==> src/rtl/prog_clk_divider_if.sv <==
// ---------------------------------------------------------------------------
// prog_clk_divider_if
//   Control/status bundle of the programmable clock divider.
//   master : drives the run request and ratio loads, observes the outputs.
//   slave  : the divider itself.
//   Signals:
//     enable      run request (level)
//     div_ratio   requested ratio N, captured when div_load=1
//     div_load    single-cycle load strobe
//     clk_out     divided 50%-duty clock
//     period_tick one-clk pulse at the start of each output period
//     active      divider is running or finishing its last period
//     cur_ratio   ratio currently in effect
//     load_err    one-cycle pulse after a rejected load (ratio < 2)
// ---------------------------------------------------------------------------
interface prog_clk_divider_if #(
    parameter int WIDTH = 8
);
    logic             enable;
    logic [WIDTH-1:0] div_ratio;
    logic             div_load;
    logic             clk_out;
    logic             period_tick;
    logic             active;
    logic [WIDTH-1:0] cur_ratio;
    logic             load_err;

    modport master (
        output enable, div_ratio, div_load,
        input  clk_out, period_tick, active, cur_ratio, load_err
    );

    modport slave (
        input  enable, div_ratio, div_load,
        output clk_out, period_tick, active, cur_ratio, load_err
    );
endinterface

==> src/rtl/prog_clk_divider.sv <==
// ---------------------------------------------------------------------------
// prog_clk_divider
//   Runtime-programmable integer clock divider with 50% duty for odd and even
//   ratios. Ratio changes take effect only at period boundaries; start/stop is
//   gated so no partial period is ever emitted.
//   Ports:
//     clk  source clock (counter on rising edge, half-cycle flop on falling)
//     rst  synchronous active-low reset
//     bus  prog_clk_divider_if.slave (enable, div_ratio, div_load in;
//          clk_out, period_tick, active, cur_ratio, load_err out)
// ---------------------------------------------------------------------------
module prog_clk_divider #(
    parameter int WIDTH       = 8,
    parameter int RESET_RATIO = 3
) (
    input  logic                clk,
    input  logic                rst,
    prog_clk_divider_if.slave   bus
);

    typedef enum logic [1:0] {
        IDLE = 2'd0,
        RUN  = 2'd1,
        STOP = 2'd2
    } state_e;

    localparam logic [WIDTH-1:0] RATIO_RST = WIDTH'(RESET_RATIO);
    localparam logic [WIDTH-1:0] ONE       = WIDTH'(1);
    localparam logic [WIDTH-1:0] TWO       = WIDTH'(2);

    state_e           state_q, state_d;
    logic [WIDTH-1:0] cnt_q, cnt_d;
    logic [WIDTH-1:0] cur_ratio_q, cur_ratio_d;
    logic [WIDTH-1:0] pend_q, pend_d;
    logic             pend_vld_q, pend_vld_d;
    logic             hi_p_q, hi_p_d;
    logic             hi_n_q;
    logic             load_err_q, load_err_d;

    logic             wrap;
    logic             load_ok;
    logic             apply;
    logic [WIDTH-1:0] half_d;

    // Last cycle of a running period; IDLE never wraps.
    assign wrap    = (state_q != IDLE) && (cnt_q == cur_ratio_q - ONE);
    assign load_ok = bus.div_load && (bus.div_ratio >= TWO);
    // A pending ratio lands immediately when idle, otherwise only at a wrap.
    assign apply   = pend_vld_q && ((state_q == IDLE) || wrap);

    always_comb begin
        // NOTE: every signal assigned here gets a default first, so no path
        // leaves it unassigned and no latch is inferred.
        state_d     = state_q;
        cnt_d       = cnt_q;
        cur_ratio_d = apply ? pend_q : cur_ratio_q;
        pend_d      = pend_q;
        pend_vld_d  = pend_vld_q;
        load_err_d  = bus.div_load && !load_ok;

        // A fresh load wins over clearing: it stays pending for the next boundary.
        if (load_ok) begin
            pend_d     = bus.div_ratio;
            pend_vld_d = 1'b1;
        end else if (apply) begin
            pend_vld_d = 1'b0;
        end

        unique case (state_q)
            IDLE: begin
                cnt_d = '0;
                if (bus.enable) state_d = RUN;
            end
            RUN: begin
                cnt_d = wrap ? '0 : cnt_q + ONE;
                if (!bus.enable) state_d = wrap ? IDLE : STOP;
            end
            STOP: begin
                cnt_d = wrap ? '0 : cnt_q + ONE;
                if (bus.enable)  state_d = RUN;
                else if (wrap)   state_d = IDLE;
            end
            default: begin
                state_d = IDLE;
                cnt_d   = '0;
            end
        endcase

        // H = ceil(N/2) of the ratio that will be in effect for cnt_d.
        half_d = (cur_ratio_d >> 1) + {{(WIDTH-1){1'b0}}, cur_ratio_d[0]};
        hi_p_d = (state_d != IDLE) && (cnt_d < half_d);
    end

    always_ff @(posedge clk) begin
        // NOTE: sequential state uses non-blocking assignments only, so every
        // flop samples the pre-edge value of its inputs.
        if (!rst) begin
            state_q     <= IDLE;
            cnt_q       <= '0;
            cur_ratio_q <= RATIO_RST;
            pend_q      <= '0;
            pend_vld_q  <= 1'b0;
            hi_p_q      <= 1'b0;
            load_err_q  <= 1'b0;
        end else begin
            state_q     <= state_d;
            cnt_q       <= cnt_d;
            cur_ratio_q <= cur_ratio_d;
            pend_q      <= pend_d;
            pend_vld_q  <= pend_vld_d;
            hi_p_q      <= hi_p_d;
            load_err_q  <= load_err_d;
        end
    end

    // Half-cycle delayed copy of hi_p; ANDing it in for odd N trims the
    // leading half cycle so the high time is exactly N/2 clocks.
    always_ff @(negedge clk) begin
        if (!rst) hi_n_q <= 1'b0;
        else      hi_n_q <= hi_p_q;
    end

    // At a ratio change both hi_p and hi_n are low, so switching the parity
    // select at the wrap edge cannot glitch.
    assign bus.clk_out     = cur_ratio_q[0] ? (hi_p_q & hi_n_q) : hi_p_q;
    assign bus.period_tick = (state_q != IDLE) && (cnt_q == '0);
    assign bus.active      = (state_q != IDLE);
    assign bus.cur_ratio   = cur_ratio_q;
    assign bus.load_err    = load_err_q;

endmodule

==> src/flat_wrapper.sv <==
// flat-port wrapper written by rule: the top's interface ports become plain ports
module prog_clk_divider_flat 
#(
    parameter int WIDTH       = 8,
    parameter int RESET_RATIO = 3
)
  (clk, rst, bus_enable, bus_div_ratio, bus_div_load, bus_clk_out, bus_period_tick, bus_active, bus_cur_ratio, bus_load_err);
  prog_clk_divider_if #(.WIDTH(WIDTH)) bus_i ();
  input  logic clk;
  input  logic rst;
  input wire logic [$bits(bus_i.enable)-1:0] bus_enable;
  input wire logic [$bits(bus_i.div_ratio)-1:0] bus_div_ratio;
  input wire logic [$bits(bus_i.div_load)-1:0] bus_div_load;
  output wire logic [$bits(bus_i.clk_out)-1:0] bus_clk_out;
  output wire logic [$bits(bus_i.period_tick)-1:0] bus_period_tick;
  output wire logic [$bits(bus_i.active)-1:0] bus_active;
  output wire logic [$bits(bus_i.cur_ratio)-1:0] bus_cur_ratio;
  output wire logic [$bits(bus_i.load_err)-1:0] bus_load_err;
  assign bus_i.enable = bus_enable;
  assign bus_i.div_ratio = bus_div_ratio;
  assign bus_i.div_load = bus_div_load;
  assign bus_clk_out = bus_i.clk_out;
  assign bus_period_tick = bus_i.period_tick;
  assign bus_active = bus_i.active;
  assign bus_cur_ratio = bus_i.cur_ratio;
  assign bus_load_err = bus_i.load_err;
  prog_clk_divider #(.WIDTH(WIDTH), .RESET_RATIO(RESET_RATIO)) u_core (.clk(clk), .rst(rst), .bus(bus_i));
endmodule
==> config.mk <==
export PLATFORM = sky130hd
export DESIGN_NAME = prog_clk_divider_flat
export DESIGN_NICKNAME = d
export VERILOG_FILES = /design/src/rtl/prog_clk_divider_if.sv /design/src/rtl/prog_clk_divider.sv /design/src/flat_wrapper.sv
export SDC_FILE = /design/constraint.sdc
export NUM_CORES = 1
export LEC_CHECK = 0
export ABC_AREA = 1
export CORE_ASPECT_RATIO = 2
export CORE_MARGIN = 2
export CORE_UTILIZATION = 60
export CTS_CLUSTER_SIZE = 10
export DETAILED_ROUTE_END_ITERATION = 10
export PLACE_DENSITY = 0.82
export REMOVE_ABC_BUFFERS = 1
export SETUP_SLACK_MARGIN = 0.05
export SYNTH_ARGS = -nofsm -noshare
export SYNTH_HDL_FRONTEND = slang
export SYNTH_SLANG_ARGS = --single-unit
==> constraint.sdc <==
create_clock -name clk -period 8.6 [get_ports clk]
set_input_delay 1.72 -clock clk [delete_from_list [all_inputs] [get_ports clk]]
set_output_delay 1.72 -clock clk [all_outputs]
set_load 0.005 [all_outputs]
==> impl_metrics.json, run 1 <==
{
  "core_sq_um": 3160,
  "final_util_pct": 72.3,
  "cts_buffers": 5,
  "layoutNonFillerInstCount": 344,
  "slew_viol_final": 0,
  "portBuffers": 23,
  "dp_hpwl_microns": 3390,
  "post-cts-setup-buffers": 0,
  "first_pass_iters": 4,
  "critPathArrivalTime_ns": 5.52,
  "crit_path_max_fanout": 1,
  "antenna_found_initial": 0,
  "rsz0062_at_grt": "false",
  "post_cts_resized": 0,
  "grt_pass1_vias": 1739,
  "place_congestion": 0.871,
  "crit_path_end_kind": "primary output",
  "fillers": 272,
  "ios": 24,
  "critPathSlowestCell": "clkdlybuf4s50_1",
  "clkSinkCount": 30,
  "syn-cell-area_sq_um": 1960,
  "rrSetupSlack_ns": 3.85,
  "layout-drive-gt1-share_pct": 9.90,
  "dp_slack_ns": 1.68,
  "power_density_nw_per_um2": 166,
  "worstRegToRegCells": 2,
  "final.setup.tns_ns": 0,
  "hold_violations": 0,
  "p_leak_nw": 1.11,
  "synth-seq-cells": 30,
  "cts_tree": "yes",
  "clock_latency_ns": 0.33,
  "clk_pin_slew_ns": 0.06,
  "place_inst": 337,
  "cp-start-kind": "flop",
  "min_path_type": "reg2reg",
  "hold_depth": 2,
  "crit_chain": "o21a_1 > clkdlybuf4s50_1",
  "synth_edf_count": 0,
  "synth_cell_type_count": 29,
  "num_rows": 29,
  "postLayoutSetupSlackWorst_ns": 1.36,
  "setup_viol": 0,
  "htreeDepth": 2,
  "peakVddDrop_mv": 0.128,
  "synth_most_common_cell": "nand2_1",
  "die_w_microns": 44.4,
  "synth.area.top_cells": "dfxtp_1 (31%), nand2_1 (11%), ha_1 (10%)",
  "hold_ws_ns": 0.464,
  "ys_seq_area_share_pct": 30.7,
  "worstMarginPinSlew_ns": 0.529,
  "drt_first_iter_violations": 32,
  "synth_cells": 287,
  "ctsHoldBuffers": 0,
  "cap_viol_max_count": 0,
  "reg2reg_to": "u_core.hi_n_q$_SDFF_NN0_",
  "synth_top_area_share_pct": 30.7,
  "min_from": "u_core.pend_q[6]$_SDFFE_PN0P_",
  "path_class": "reg2out",
  "synth_largest_area_cell": "dfxtp_1",
  "grt_overflow_total": 0,
  "fp.dieH_microns": 84.7,
  "yosysWarnings": 0,
  "worst_clock_skew_ns": 0.0538,
  "grt_pass1_wl_microns": 7180,
  "wirelength_microns": 4160,
  "r2r-start": "u_core.hi_p_q$_SDFF_PN0_",
  "critPathRequiredTime_ns": 6.88,
  "status": "finished clean",
  "nets": 341,
  "relSlewSlack_pct": 64.7,
  "post_drt_wl_per_cell_microns": 12.1,
  "synth_ff_type": "dfxtp_1",
  "drc": 0,
  "start_util_pct": 62.0,
  "critPathTopFamily": "buffers and inverters",
  "area_growth_pct": 16.8,
  "holdPathEnd": "u_core.pend_q[6]$_SDFFE_PN0P_",
  "num_antenna_cells": 0,
  "cts_max_path_buffers": 2,
  "drt.antenna.violating_nets": 0,
  "ctsRootBufferMaster": "clkbuf_8",
  "synth_common_cells": "nand2_1 (58), nor2_1 (44), inv_1 (38), dfxtp_1 (30)",
  "die_area_sq_um": 3760,
  "grt_usage_pct": 25.5,
  "async_reset_ff_share_pct": 0,
  "vias": 1839,
  "max_stage_delay_ns": 0.49,
  "grt_start_max_net_pins": 17,
  "critPathBufInv": 1,
  "viasPerCell": 5.35,
  "synth_area_per_cell_sq_um": 6.81
}
## tightest hold or removal path, cell delays in order, from the launching register on
cell,delay [ns]
dfxtp_1,0.30
inv_1,0.06
a21oi_1,0.06
## layout make-up
| type | instances | area [sq um] | area share [%] |
|---|---|---|---|
| Multi-Input combinational cell | 211 | 1180 | 51.7 |
| Tap cell | 31 | 38.8 | 1.70 |
| Inverter | 41 | 154 | 6.74 |
| Timing Repair Buffer | 23 | 230 | 10.1 |
| Clock buffer | 7 | 76.3 | 3.34 |
| Clock inverter | 1 | 3.75 | 0.164 |
| Sequential cell | 30 | 601 | 26.3 |
## worst max path at each step
| stage | to | depth (start not counted) | startpoint | slack, ns |
|---|---|---|---|---|
| after global routing | bus_clk_out | 2 | u_core.hi_n_q$_SDFF_NN0_ | 1.30 |
| after CTS | bus_clk_out | 2 | u_core.hi_n_q$_SDFF_NN0_ | 1.34 |
| after detailed placement | u_core.hi_n_q$_SDFF_NN0_ | 3 | rst | 1.68 |
| after floorplan | bus_clk_out | 1 | u_core.hi_n_q$_SDFF_NN0_ | 2.13 |
| final | bus_clk_out | 2 | u_core.hi_n_q$_SDFF_NN0_ | 1.36 |
| after global placement | u_core.hi_n_q$_SDFF_NN0_ | 3 | rst | 1.69 |
## per-layer routing
metal	GRT usage (%)	vias to the layer above	part of all wire, %
li1	-	955	-
met1	25.4	835	37
met2	48.0	35	57
met3	3.87	14	2.4
met4	11.8	0	3.5
met5	0	-	0
## power breakdown
group	internal [mW]	switching (mW)	total, mW
Combinational	0.0482	0.0686	0.117
Sequential	0.149	0.00859	0.158
Clock	0.0561	0.0483	0.104
## stage by stage
stage | power [mW] | instance area (sq um)
after detailed placement | 0.280 | 2210
after CTS | 0.383 | 2280
final | 0.379 | 2280
after global placement | 0.276 | 2210
after global routing | 0.405 | 2280
after floorplan | 0.241 | 1940
## sequential cells by signal, indices dropped and copies added (netlist names)
signal,flops
u_core.bus.cur_ratio,8
u_core.bus.load_err,1
u_core.cnt_q,8
u_core.hi_n_q,1
u_core.hi_p_q,1
u_core.pend_q,8
u_core.pend_vld_q,1
u_core.state_q,2
## cells by family (layout without fill, tap and decap cells)
kind of cell / count (synthesis) / after routing / synth area share [%]
adder cells (fa/ha/maj): 16 / 16 / 10.2
XOR/XNOR: 13 / 13 / 5.82
AND/OR/NAND/NOR: 157 / 157 / 37.0
flip-flops: 30 / 30 / 30.7
AO/OA/AOI/OAI: 25 / 25 / 7.23
buffers and inverters: 46 / 72 / 8.96
## placed cells by master, fill, tap and decap left out, types with 4 or more instances in the layout
cell type and n:
nor2_2 5, nor2_1 44, nor3_1 5, o21a_1 4
clkbuf_8 5, nand2_1 58, inv_2 4, xnor2_1 4
nand2_2 8, xor2_1 9, or2_2 4, a21oi_1 7
inv_1 38, nand4_1 7, ha_1 16, clkdlybuf4s50_1 23
nand3_1 16, dfxtp_1 30, o21ai_0 11
(Power assumes the default switching activity.)
==> run 2, diff against run 1 <==
--- a/config.mk
+++ b/config.mk
@@ -8,10 +8,10 @@
 export ABC_AREA = 1
 export CORE_ASPECT_RATIO = 2
 export CORE_MARGIN = 2
-export CORE_UTILIZATION = 60
+export CORE_UTILIZATION = 50
 export CTS_CLUSTER_SIZE = 10
 export DETAILED_ROUTE_END_ITERATION = 10
-export PLACE_DENSITY = 0.82
+export PLACE_DENSITY = 0.73
 export REMOVE_ABC_BUFFERS = 1
 export SETUP_SLACK_MARGIN = 0.05
 export SYNTH_ARGS = -nofsm -noshare
==> constraint.sdc (replaced) <==
create_clock -name clk -period 6.3 [get_ports clk]
set_input_delay 1.26 -clock clk [delete_from_list [all_inputs] [get_ports clk]]
set_output_delay 1.26 -clock clk [all_outputs]
set_load 0.005 [all_outputs]
==> impl_metrics.json, run 2 (same netlist as run 1, synthesis figures left out) <==
{
  "status": "finished clean",
  "drt.antenna.violating_nets": 0,
  "ctsHoldBuffers": 0,
  "max_stage_delay_ns": 0.49,
  "critPathTopFamily": "buffers and inverters",
  "grt_pass1_wl_microns": 7040,
  "place_congestion": 0.884,
  "cp-startpoint": "u_core.hi_n_q$_SDFF_NN0_",
  "r2r-start": "u_core.bus.cur_ratio[1]$_SDFF_PN1_",
  "fp.dieH_microns": 92.4,
  "layoutNonFillerInstCount": 366,
  "dp_hpwl_microns": 3520,
  "post_cts_resized": 0,
  "final_cell_mix": "nand2_1 (58), nor2_1 (44), inv_1 (40)",
  "min_path_type": "reg2reg",
  "nets": 342,
  "critPathRequiredTime_ns": 5.04,
  "cp-start-kind": "flop",
  "drt_first_iter_violations": 50,
  "clk_pin_slew_ns": 0.06,
  "grt_overflow_total": 0,
  "min_from": "u_core.pend_q[6]$_SDFFE_PN0P_",
  "layout_commonest_cell": "nand2_1",
  "core_sq_um": 3800,
  "ctsRootBufferMaster": "clkbuf_8",
  "vias": 1799,
  "first_pass_iters": 4,
  "worstMarginPinSlew_ns": 0.530,
  "start_util_pct": 51.4,
  "met1_length_microns": 1500,
  "final.setup.tns_ns": 0,
  "path_class": "reg2out",
  "die_area_sq_um": 4460,
  "peakVddDrop_mv": 0.152,
  "critPathSlowestCell": "clkdlybuf4s50_1",
  "htreeDepth": 2,
  "layout-drive-gt1-share_pct": 10.2,
  "post_drt_wl_per_cell_microns": 11.4,
  "drc": 0,
  "crit_path_end_kind": "primary output",
  "power_density_nw_per_um2": 224,
  "crit_path_max_fanout": 1,
  "grt_usage_pct": 22.3,
  "ios": 24,
  "cts_tree": "yes",
  "portBuffers": 23,
  "rsz0062_at_grt": "false",
  "grt_pass1_vias": 1700,
  "antenna_found_initial": 0,
  "clock_latency_ns": 0.33,
  "top_layer_used": "met4",
  "area_growth_pct": 18.6,
  "clkSinkCount": 30,
  "place_inst": 358,
  "slew_viol_final": 0,
  "worst_clock_skew_ns": 0.0552,
  "viasPerCell": 4.92,
  "post-cts-setup-buffers": 0,
  "relSlewSlack_pct": 64.6,
  "crit_chain": "o21a_1 > clkdlybuf4s50_1",
  "p_leak_nw": 1.13,
  "cap_viol_max_count": 0,
  "num_antenna_cells": 0,
  "wirelength_microns": 4180,
  "cts_max_path_buffers": 2,
  "cts_buffers": 5,
  "critPathArrivalTime_ns": 4.37,
  "wl_met2_microns": 2530,
  "grt_start_max_net_pins": 17,
  "die_w_microns": 48.2,
  "critPathBufInv": 1,
  "hold_violations": 0,
  "num_rows": 32,
  "wl_met3_microns": 88,
  "setup_viol": 0
}
[run 2: cell types whose count changed in the layout (fill, tap and decap cells not counted), sizes merged]
| cell | previous run | this run |
|---|---|---|
| buf | 0 | 1 |
| clkbuf | 7 | 6 |
| inv | 42 | 44 |
[run 2: layout make-up]
class	count	area [sq um]
repair buffers	24	238
multi-input cells	211	1180
fillers	389	1480
inverters	41	154
flip-flops and latches	30	601
clock inverters	3	11.3
well taps	51	63.8
clock buffers	6	72.6
[run 2: final timing paths]
kind	end	slack [ns]	depth (start not counted)
min reg2reg	u_core.pend_q[6]$_SDFFE_PN0P_	0.46	2
max reg2reg	u_core.hi_p_q$_SDFF_PN0_	2.61	23
min	u_core.pend_q[6]$_SDFFE_PN0P_	0.46	2
max	bus_clk_out	0.67	2
[run 2: layer usage]
metal	vias up	GRT usage, %
li1	957	-
met1	812	20.3
met2	24	43.1
met3	6	4.09
met4	0	7.43
met5	-	0
[run 2: worst register-to-register path: stages (launching register included)]
cell and delay, ns:
dfxtp_1 0.39, inv_1 0.09, ha_1 0.29, or2_2 0.29
nand3_1 0.08, nor2_1 0.05, nand2_1 0.07, nor2_2 0.05
nand2_2 0.10, nand2_4 0.08, nand2_4 0.13, inv_1 0.10
o21a_1 0.20, inv_1 0.06, ha_1 0.30, ha_1 0.32
nand2_1 0.07, nor2_1 0.11, xor2_1 0.09, ha_1 0.20
a21oi_1 0.14, o21a_1 0.16, nand2_1 0.06, a21oi_1 0.17
[run 2: power by group]
group          internal, mW  total, mW  switching (mW)
clock                0.0758      0.143          0.0673
combinational        0.0662      0.160          0.0935
sequential            0.204      0.216          0.0118
[run 2: through the flow]
step                      power [mW]  instance area (sq um)  setup WS (ns)  hold slack, ns  utilization [%]
after floorplan                0.328                   1940           1.44           0.429                -
after global placement         0.379                   2240           1.01           0.440             58.9
after detailed placement       0.384                   2240           1.00           0.449             58.9
after CTS                      0.524                   2320          0.663           0.458             61.0
after global routing           0.561                   2320          0.616           0.492             61.0
final                          0.519                   2320          0.669           0.459             61.0
==> run 3, diff against run 2 <==
--- a/config.mk
+++ b/config.mk
@@ -9,7 +9,7 @@
 export CORE_ASPECT_RATIO = 2
 export CORE_MARGIN = 2
 export CORE_UTILIZATION = 50
-export CTS_CLUSTER_SIZE = 10
+export CTS_CLUSTER_SIZE = 20
 export DETAILED_ROUTE_END_ITERATION = 10
 export PLACE_DENSITY = 0.73
 export REMOVE_ABC_BUFFERS = 1
==> results of run 3 <==
The final DEF is identical to that of run 2; final timing and power are the same.
